File: src/rtl/adc_level_meter.sv
// adc_level_meter: converts a signed ADC sample stream into an LED level display.
// Samples are quantised to an LED index in stage 1 and rendered in stage 2 as
// DOT, BAR, FREEZE or OFF. A sticky overrange flag marks clipped samples.
// Optional feature macro: LEVEL_METER_PEAK_HOLD_EN adds a decaying peak marker.
module adc_level_meter #(
  parameter int ADC_WIDTH        = 14,
  parameter int AXIS_TDATA_WIDTH = 32,
  parameter int BIT_OFFSET       = 0,
  parameter int LED_COUNT        = 8,
  parameter int HOLD_CYCLES      = 125000000,
  parameter int DECAY_CYCLES     = 12500000
) (
  input  logic                        clk,
  input  logic                        rst,
  input  logic [AXIS_TDATA_WIDTH-1:0] S_AXIS_tdata,
  input  logic                        S_AXIS_tvalid,
  input  logic [1:0]                  mode,
  input  logic                        ovr_clr,
  output logic [LED_COUNT-1:0]        led_out,
  output logic                        ovr
);

  localparam int K        = $clog2(LED_COUNT);
  localparam int TOP      = ADC_WIDTH - 1;
  localparam int CODE_MSB = ADC_WIDTH - BIT_OFFSET - 1;

  localparam logic [K-1:0]         MID_IDX  = K'(LED_COUNT / 2);
  localparam logic [K-1:0]         POS_FULL = K'(LED_COUNT / 2 - 1);
  localparam logic [K-1:0]         NEG_FULL = K'(LED_COUNT - 1);
  localparam logic [LED_COUNT-1:0] ALL_ON   = '1;
  localparam logic [LED_COUNT-1:0] ONE_LED  = LED_COUNT'(1);

  typedef enum logic [1:0] {
    MODE_DOT    = 2'b00,
    MODE_BAR    = 2'b01,
    MODE_FREEZE = 2'b10,
    MODE_OFF    = 2'b11
  } mode_t;

  mode_t                 disp_mode;
  logic [K-1:0]          code;
  logic [BIT_OFFSET:0]   top_bits;
  logic                  sat;
  logic [K-1:0]          new_idx;
  logic [K-1:0]          idx_q;
  logic                  valid_q;
  logic                  lamp_done;
  logic [LED_COUNT-1:0]  led_next;
  logic [LED_COUNT-1:0]  peak_mask;
  logic                  unused_tdata;

  assign disp_mode    = mode_t'(mode);
  assign unused_tdata = ^S_AXIS_tdata;

  // Quantise the sample: the skipped MSBs must agree with the sign, otherwise clip to an end LED
  always_comb begin
    code     = S_AXIS_tdata[CODE_MSB -: K];
    top_bits = S_AXIS_tdata[TOP -: BIT_OFFSET + 1];
    sat      = (|top_bits) & ~(&top_bits);
    if (sat) begin
      new_idx = S_AXIS_tdata[TOP] ? NEG_FULL : '0;
    end else begin
      new_idx = POS_FULL - code;
    end
  end

  // Stage 1: hold the index of the latest accepted sample and flag when one was taken
  always_ff @(posedge clk or posedge rst) begin
    if (rst) begin
      idx_q   <= MID_IDX;
      valid_q <= 1'b0;
    end else begin
      valid_q <= S_AXIS_tvalid;
      if (S_AXIS_tvalid) begin
        idx_q <= new_idx;
      end
    end
  end

  // Sticky overrange flag; a clipping sample wins over a simultaneous clear
  always_ff @(posedge clk or posedge rst) begin
    if (rst) begin
      ovr <= 1'b0;
    end else if (S_AXIS_tvalid && sat) begin
      ovr <= 1'b1;
    end else if (ovr_clr) begin
      ovr <= 1'b0;
    end
  end

  // Lamp test ends once the first accepted sample has been rendered
  always_ff @(posedge clk or posedge rst) begin
    if (rst) begin
      lamp_done <= 1'b0;
    end else if (valid_q) begin
      lamp_done <= 1'b1;
    end
  end

`ifdef LEVEL_METER_PEAK_HOLD_EN
  localparam int HOLD_W  = $clog2(HOLD_CYCLES + 1);
  localparam int DECAY_W = $clog2(DECAY_CYCLES + 1);

  logic [K-1:0]       peak;
  logic               peak_valid;
  logic [HOLD_W-1:0]  hold_cnt;
  logic [DECAY_W-1:0] decay_cnt;
  logic [K-1:0]       cur_idx;

  assign cur_idx   = S_AXIS_tvalid ? new_idx : idx_q;
  assign peak_mask = peak_valid ? (ONE_LED << peak) : '0;

  // Peak tracker: louder (or equal) samples reload and re-hold, then the peak walks back one LED per decay step
  always_ff @(posedge clk or posedge rst) begin
    if (rst) begin
      peak       <= '0;
      peak_valid <= 1'b0;
      hold_cnt   <= '0;
      decay_cnt  <= '0;
    end else if (S_AXIS_tvalid && (!peak_valid || new_idx <= peak)) begin
      peak       <= new_idx;
      peak_valid <= 1'b1;
      hold_cnt   <= HOLD_W'(HOLD_CYCLES);
      decay_cnt  <= '0;
    end else if (hold_cnt != '0) begin
      hold_cnt <= hold_cnt - 1'b1;
    end else if (peak_valid && peak < cur_idx) begin
      if (decay_cnt == '0) begin
        peak      <= peak + 1'b1;
        decay_cnt <= DECAY_W'(DECAY_CYCLES - 1);
      end else begin
        decay_cnt <= decay_cnt - 1'b1;
      end
    end
  end
`else
  localparam int UNUSED_PEAK_PARAMS = HOLD_CYCLES + DECAY_CYCLES;

  assign peak_mask = '0;
`endif

  // Stage 2 pattern: lamp test until the first sample lands, otherwise render the latest index per mode
  always_comb begin
    led_next = led_out;
    if (!lamp_done && !valid_q) begin
      led_next = ALL_ON;
    end else begin
      case (disp_mode)
        MODE_DOT:    led_next = (ONE_LED << idx_q) | peak_mask;
        MODE_BAR:    led_next = (ALL_ON << idx_q) | peak_mask;
        MODE_FREEZE: led_next = led_out;
        MODE_OFF:    led_next = '0;
        default:     led_next = led_out;
      endcase
    end
  end

  // Stage 2 register drives the LEDs; reset lights every LED
  always_ff @(posedge clk or posedge rst) begin
    if (rst) begin
      led_out <= ALL_ON;
    end else begin
      led_out <= led_next;
    end
  end

endmodule

File: config.mk
export PLATFORM = sky130hd
export DESIGN_NAME = adc_level_meter
export DESIGN_NICKNAME = d
export VERILOG_FILES = /design/src/rtl/adc_level_meter.sv
export SDC_FILE = /design/constraint.sdc
export NUM_CORES = 1
export LEC_CHECK = 0
export ABC_AREA = 1
export CELL_PAD_IN_SITES_DETAIL_PLACEMENT = 1
export CELL_PAD_IN_SITES_GLOBAL_PLACEMENT = 1
export CORE_MARGIN = 2
export CORE_UTILIZATION = 23
export CTS_CLUSTER_SIZE = 12
export DETAILED_ROUTE_END_ITERATION = 12
export MAX_ROUTING_LAYER = met4
export PLACE_DENSITY = 0.86
export REMOVE_ABC_BUFFERS = 1
export SETUP_SLACK_MARGIN = 0.3
export SLEW_MARGIN = 20
export SYNTH_ARGS = -nofsm -noshare
export SYNTH_HDL_FRONTEND = slang
export SYNTH_SLANG_ARGS = --single-unit
File: constraint.sdc
create_clock -name clk -period 1.8 [get_ports clk]
set_input_delay 0.18 -clock clk [delete_from_list [all_inputs] [get_ports clk]]
set_output_delay 0.18 -clock clk [all_outputs]
set_load 0.02 [all_outputs]
# Yosys cells after proc, flatten, opt, wreduce, memory -nomap -nowiden
# Cells that the tools add are included.
# word_totals
regBits,13
in_bits,38
# classes
add_sub_neg,1
n_eq_ne,4
n_shift,2
mux,2
reduce_logical,4
# ops
cell,count
8-bit one-hot mux with 3 select lines,1
8-bit 2-to-1 mux,1
1-bit by 3-bit left shift with 8-bit output (first input constant),1
8-bit by 3-bit left shift with 8-bit output (first input constant),1
2-bit == test (second input constant),2
2-bit by 3-bit subtractor with 3-bit output (first input constant),1
2-bit by 1-bit == test with 1-bit output (second input constant),1
1-bit zero test,2
2-bit zero test,1
2-bit != test (second input constant),1
1-bit logical AND,1

# Logic depth before layout (Yosys ltp)
# depth
ltp_word,3
depth_mapped,7
ltp_nobuf,7

# Worst setup path before layout
# Ideal clock, no wire load.
# synth_timing
path_type,register to register
startpoint,register idx_q[2]
endpoint,register led_out[4]
arrival_ps,878
path_slack_ps,849
path_stages_with_launch,4
path_cell_list,dfstp_2 -> o21a_1 -> nand2_1 -> a21oi_1
# synth_via
elab_chain_len,3
word_cells_on_any_way,4
classes_between,shift: 2; mux: 2
# synth_rtl
element,line,text
"start, declared",45,logic [K-1:0] idx_q;
"start signal, assigned",75,idx_q <= new_idx;
8-bit by 3-bit left shift with 8-bit output or 1-bit by 3-bit left shift with 8-bit output (tied branches),"150, 149",
8-bit one-hot mux with 3 select lines *,148,case (disp_mode)
8-bit 2-to-1 mux *,145,if (!lamp_done && !valid_q) begin
"end signal, assigned",163,led_out <= led_next;
"end, declared",19,"output logic [LED_COUNT-1:0] led_out,"
# Every way passes the cells marked *; elsewhere a longest branch is shown, timed or not.
# A chain may end at the register's enable or synchronous reset.

# Worst setup path in the final report
# layout_timing
startpoint,register led_out[0]
endpoint,output port led_out[0]
# No word-level cell between the ends.

==> metrics <==
Starting Density=24.55%; synthesized area per cell=~8.5 um2; First-pass DRT Iterations=3; Clock Tree Buf Depth=2; PwrDens=866.2 mW/mm2; Max-Cap Viols=0; Mapped Area=between 600 and 700 um2; IO buf count=15; Routed Antenna Nets=0; Area Overhead vs Synth=31.72%; post-layout util=about a third; final setup vio count=0; Leak=around 0.4 nW; vias per cell=4.124; Die Width=55.89 um; Netlist cell types=18; DRC=0; first-pass GRT wire length=2194 um; Initial DRC Count=6; Ys Warns=0; met1 Usage GRT=roughly a tenth; RSZ-0062 raised after global routing=no; nets=130; TritonCTS clock tree=built; Tmin final=around 1.3 ns; # hold bufs at CTS=0; outcome=finished clean; Tot Pwr=0.7067 mW; Tcrit/Tclk final=74.33%; htree depth=1; critical path class=reg -> out; startpoint type of the worst setup path=flop; vias in the first global route=between 500 and 600; critical path buffer and inverter count=1; clk_skew=about 0.011 ns; Slowest cell on crit path=dfstp_2; All-Layer GR Usage=approximately a tenth; FP Rows=18; Achievable Freq=between 700 and 800 MHz; Diodes inserted=0; Num Clock Sinks=13; Syn Inst Count=73; largest net degree at the start of global routing=14; WP data required=1.62 ns; Clk Latency, worst-skew pair=a little under 0.3 ns; io pins=47; initial antenna violation count=0; Crit. End Element=primary output; GR Util met3=between 2 and 2.5%; height of the die=between 50 and 60 um; post-CTS setup buffers=0; Routed WL per cell=~11 um; Hold Crit Class=in -> async; Seq/Total Area, Yosys=54.34%; crit-path max cell delay=approximately 0.54 ns; Sum Neg Setup Slack=0 ns; Reg clk slew, reported paths=around 0.090 ns; fin cells=about 120; dpl hpwl=between 1000 and 1500 um; Fin Hold WS=about 0.20 ns; Crit Path Max Fanout=2; total length of routed wires=1314 um; met2 usage=approximately 17%; Worst EP arrival=1.16 ns; Top delay family on crit path=flip-flops; Fin. Hold Viols=0; GPL Wtd Cong=between 0.7 and 0.8; core area=about 0.0025 mm2; design area=about 800 um2; gr busiest metal=met2; DP Area=799.5 um2; Inst Count DP=approximately 120; final max-slew violation count=0; total die area=0.003124 mm2; post-place setup slack=between 0.4 and 0.5 ns; GR Overflow Total=0; total CTS buffers=3; Max VDD drop=roughly 340 uV; worst setup margin=about 0.46 ns; CTS Root Cell=clkbuf_4; ratio of cells with drive above 1 in the final layout=around 20%; cell breakdown of the critical path=dlygate4sd2_1; Synth Register Bits=13; vias post-DR=~500
==> worst reg2reg max path, cell delays in order (launching register included) <==
cell     delay (ns)
dfstp_2        0.57
o21a_1         0.19
nand2_1        0.07
a21oi_1        0.15
==> logic make-up after synthesis <==
| logic type | after synthesis | synth area share, % |
|---|---|---|
| buffers and inverters | 13 | 8.485 |
| other | 1 | 0.6055 |
| and+or+nand+nor | 33 | 24.24 |
| DFF | 13 | 54.34 |
| AOI/OAI and AO/OA | 13 | 12.32 |
==> worst paths after layout <==
kind / startpoint / to / slack [ns] / cells after the start
worst max-delay path: led_out[0] / led_out[0] / 0.46 / 1
worst min-delay path: rst / lamp_done / 0.20 / 2
worst max register to register: idx_q[2] / led_out[4] / 0.74 / 3
worst min register to register: lamp_done / lamp_done / 0.51 / 2
max in group asynchronous: rst / led_out[2] / 1.24 / 2
min in group clk: S_AXIS_tvalid / valid_q / 0.40 / 1
==> cell usage in the layout, fill, tap and decap left out, drive strengths merged <==
cell type and instances:
nand2 22, dfstp 9, conb 1, nor2 8, clkbuf 4, a21oi 7, o21ai 4, inv 12
o22ai 1, nand3 3, dfrtp 4, clkdlybuf4s50 7, dlygate4sd2 8, o21a 1
==> metal layers <==
metal	up-vias	wire (um)
li1	259	-
met1	223	541
met2	14	651
met3	3	84
met4	0	37
met5	-	0
==> cell type report <==
cell class / instances / area, um2
Clock buffer: 4 / 26.28
Fill cell: 331 / 1707
Inverter: 12 / 45.04
Multi-Input combinational cell: 47 / 230.2
Sequential cell: 13 / 336.6
Tap cell: 30 / 37.54
Timing Repair Buffer: 15 / 140.1
==> registers in the layout (all words and copies together) (netlist names) <==
name / count
led_out: 8
valid_q: 1
idx_q: 3
lamp_done: 1
==> cell usage after synthesis <==
library cell	instances	area, um2
o21a_1	1	7.510
dfrtp_1	4	100.1
nand2_4	1	11.26
conb_1	1	3.750
o21ai_1	1	5.000
inv_2	1	3.750
buf_4	1	7.510
inv_1	11	41.29
o21ai_0	3	15.01
o22ai_1	1	6.260
dfstp_2	9	236.5
nand2_2	1	6.260
nor2_1	8	30.03
nand3_4	1	17.52
a21oi_1	5	25.02
a21oi_2	2	17.52
nand2_1	20	75.07
nand3_1	2	10.01
==> power breakdown <==
group	internal (mW)	leakage (nW)	switching (mW)
clock	0.0864	0.0150	0.105
sequential	0.340	0.139	0.0169
combinational	0.0622	0.258	0.0966
total	0.488	0.412	0.218
==> timing repair <==
action	4_1_cts	5_1_grt
setup endpoints to repair	8	0
hold endpoints to repair	0	0
resized for setup	8	0
(Power assumes the default switching activity.)
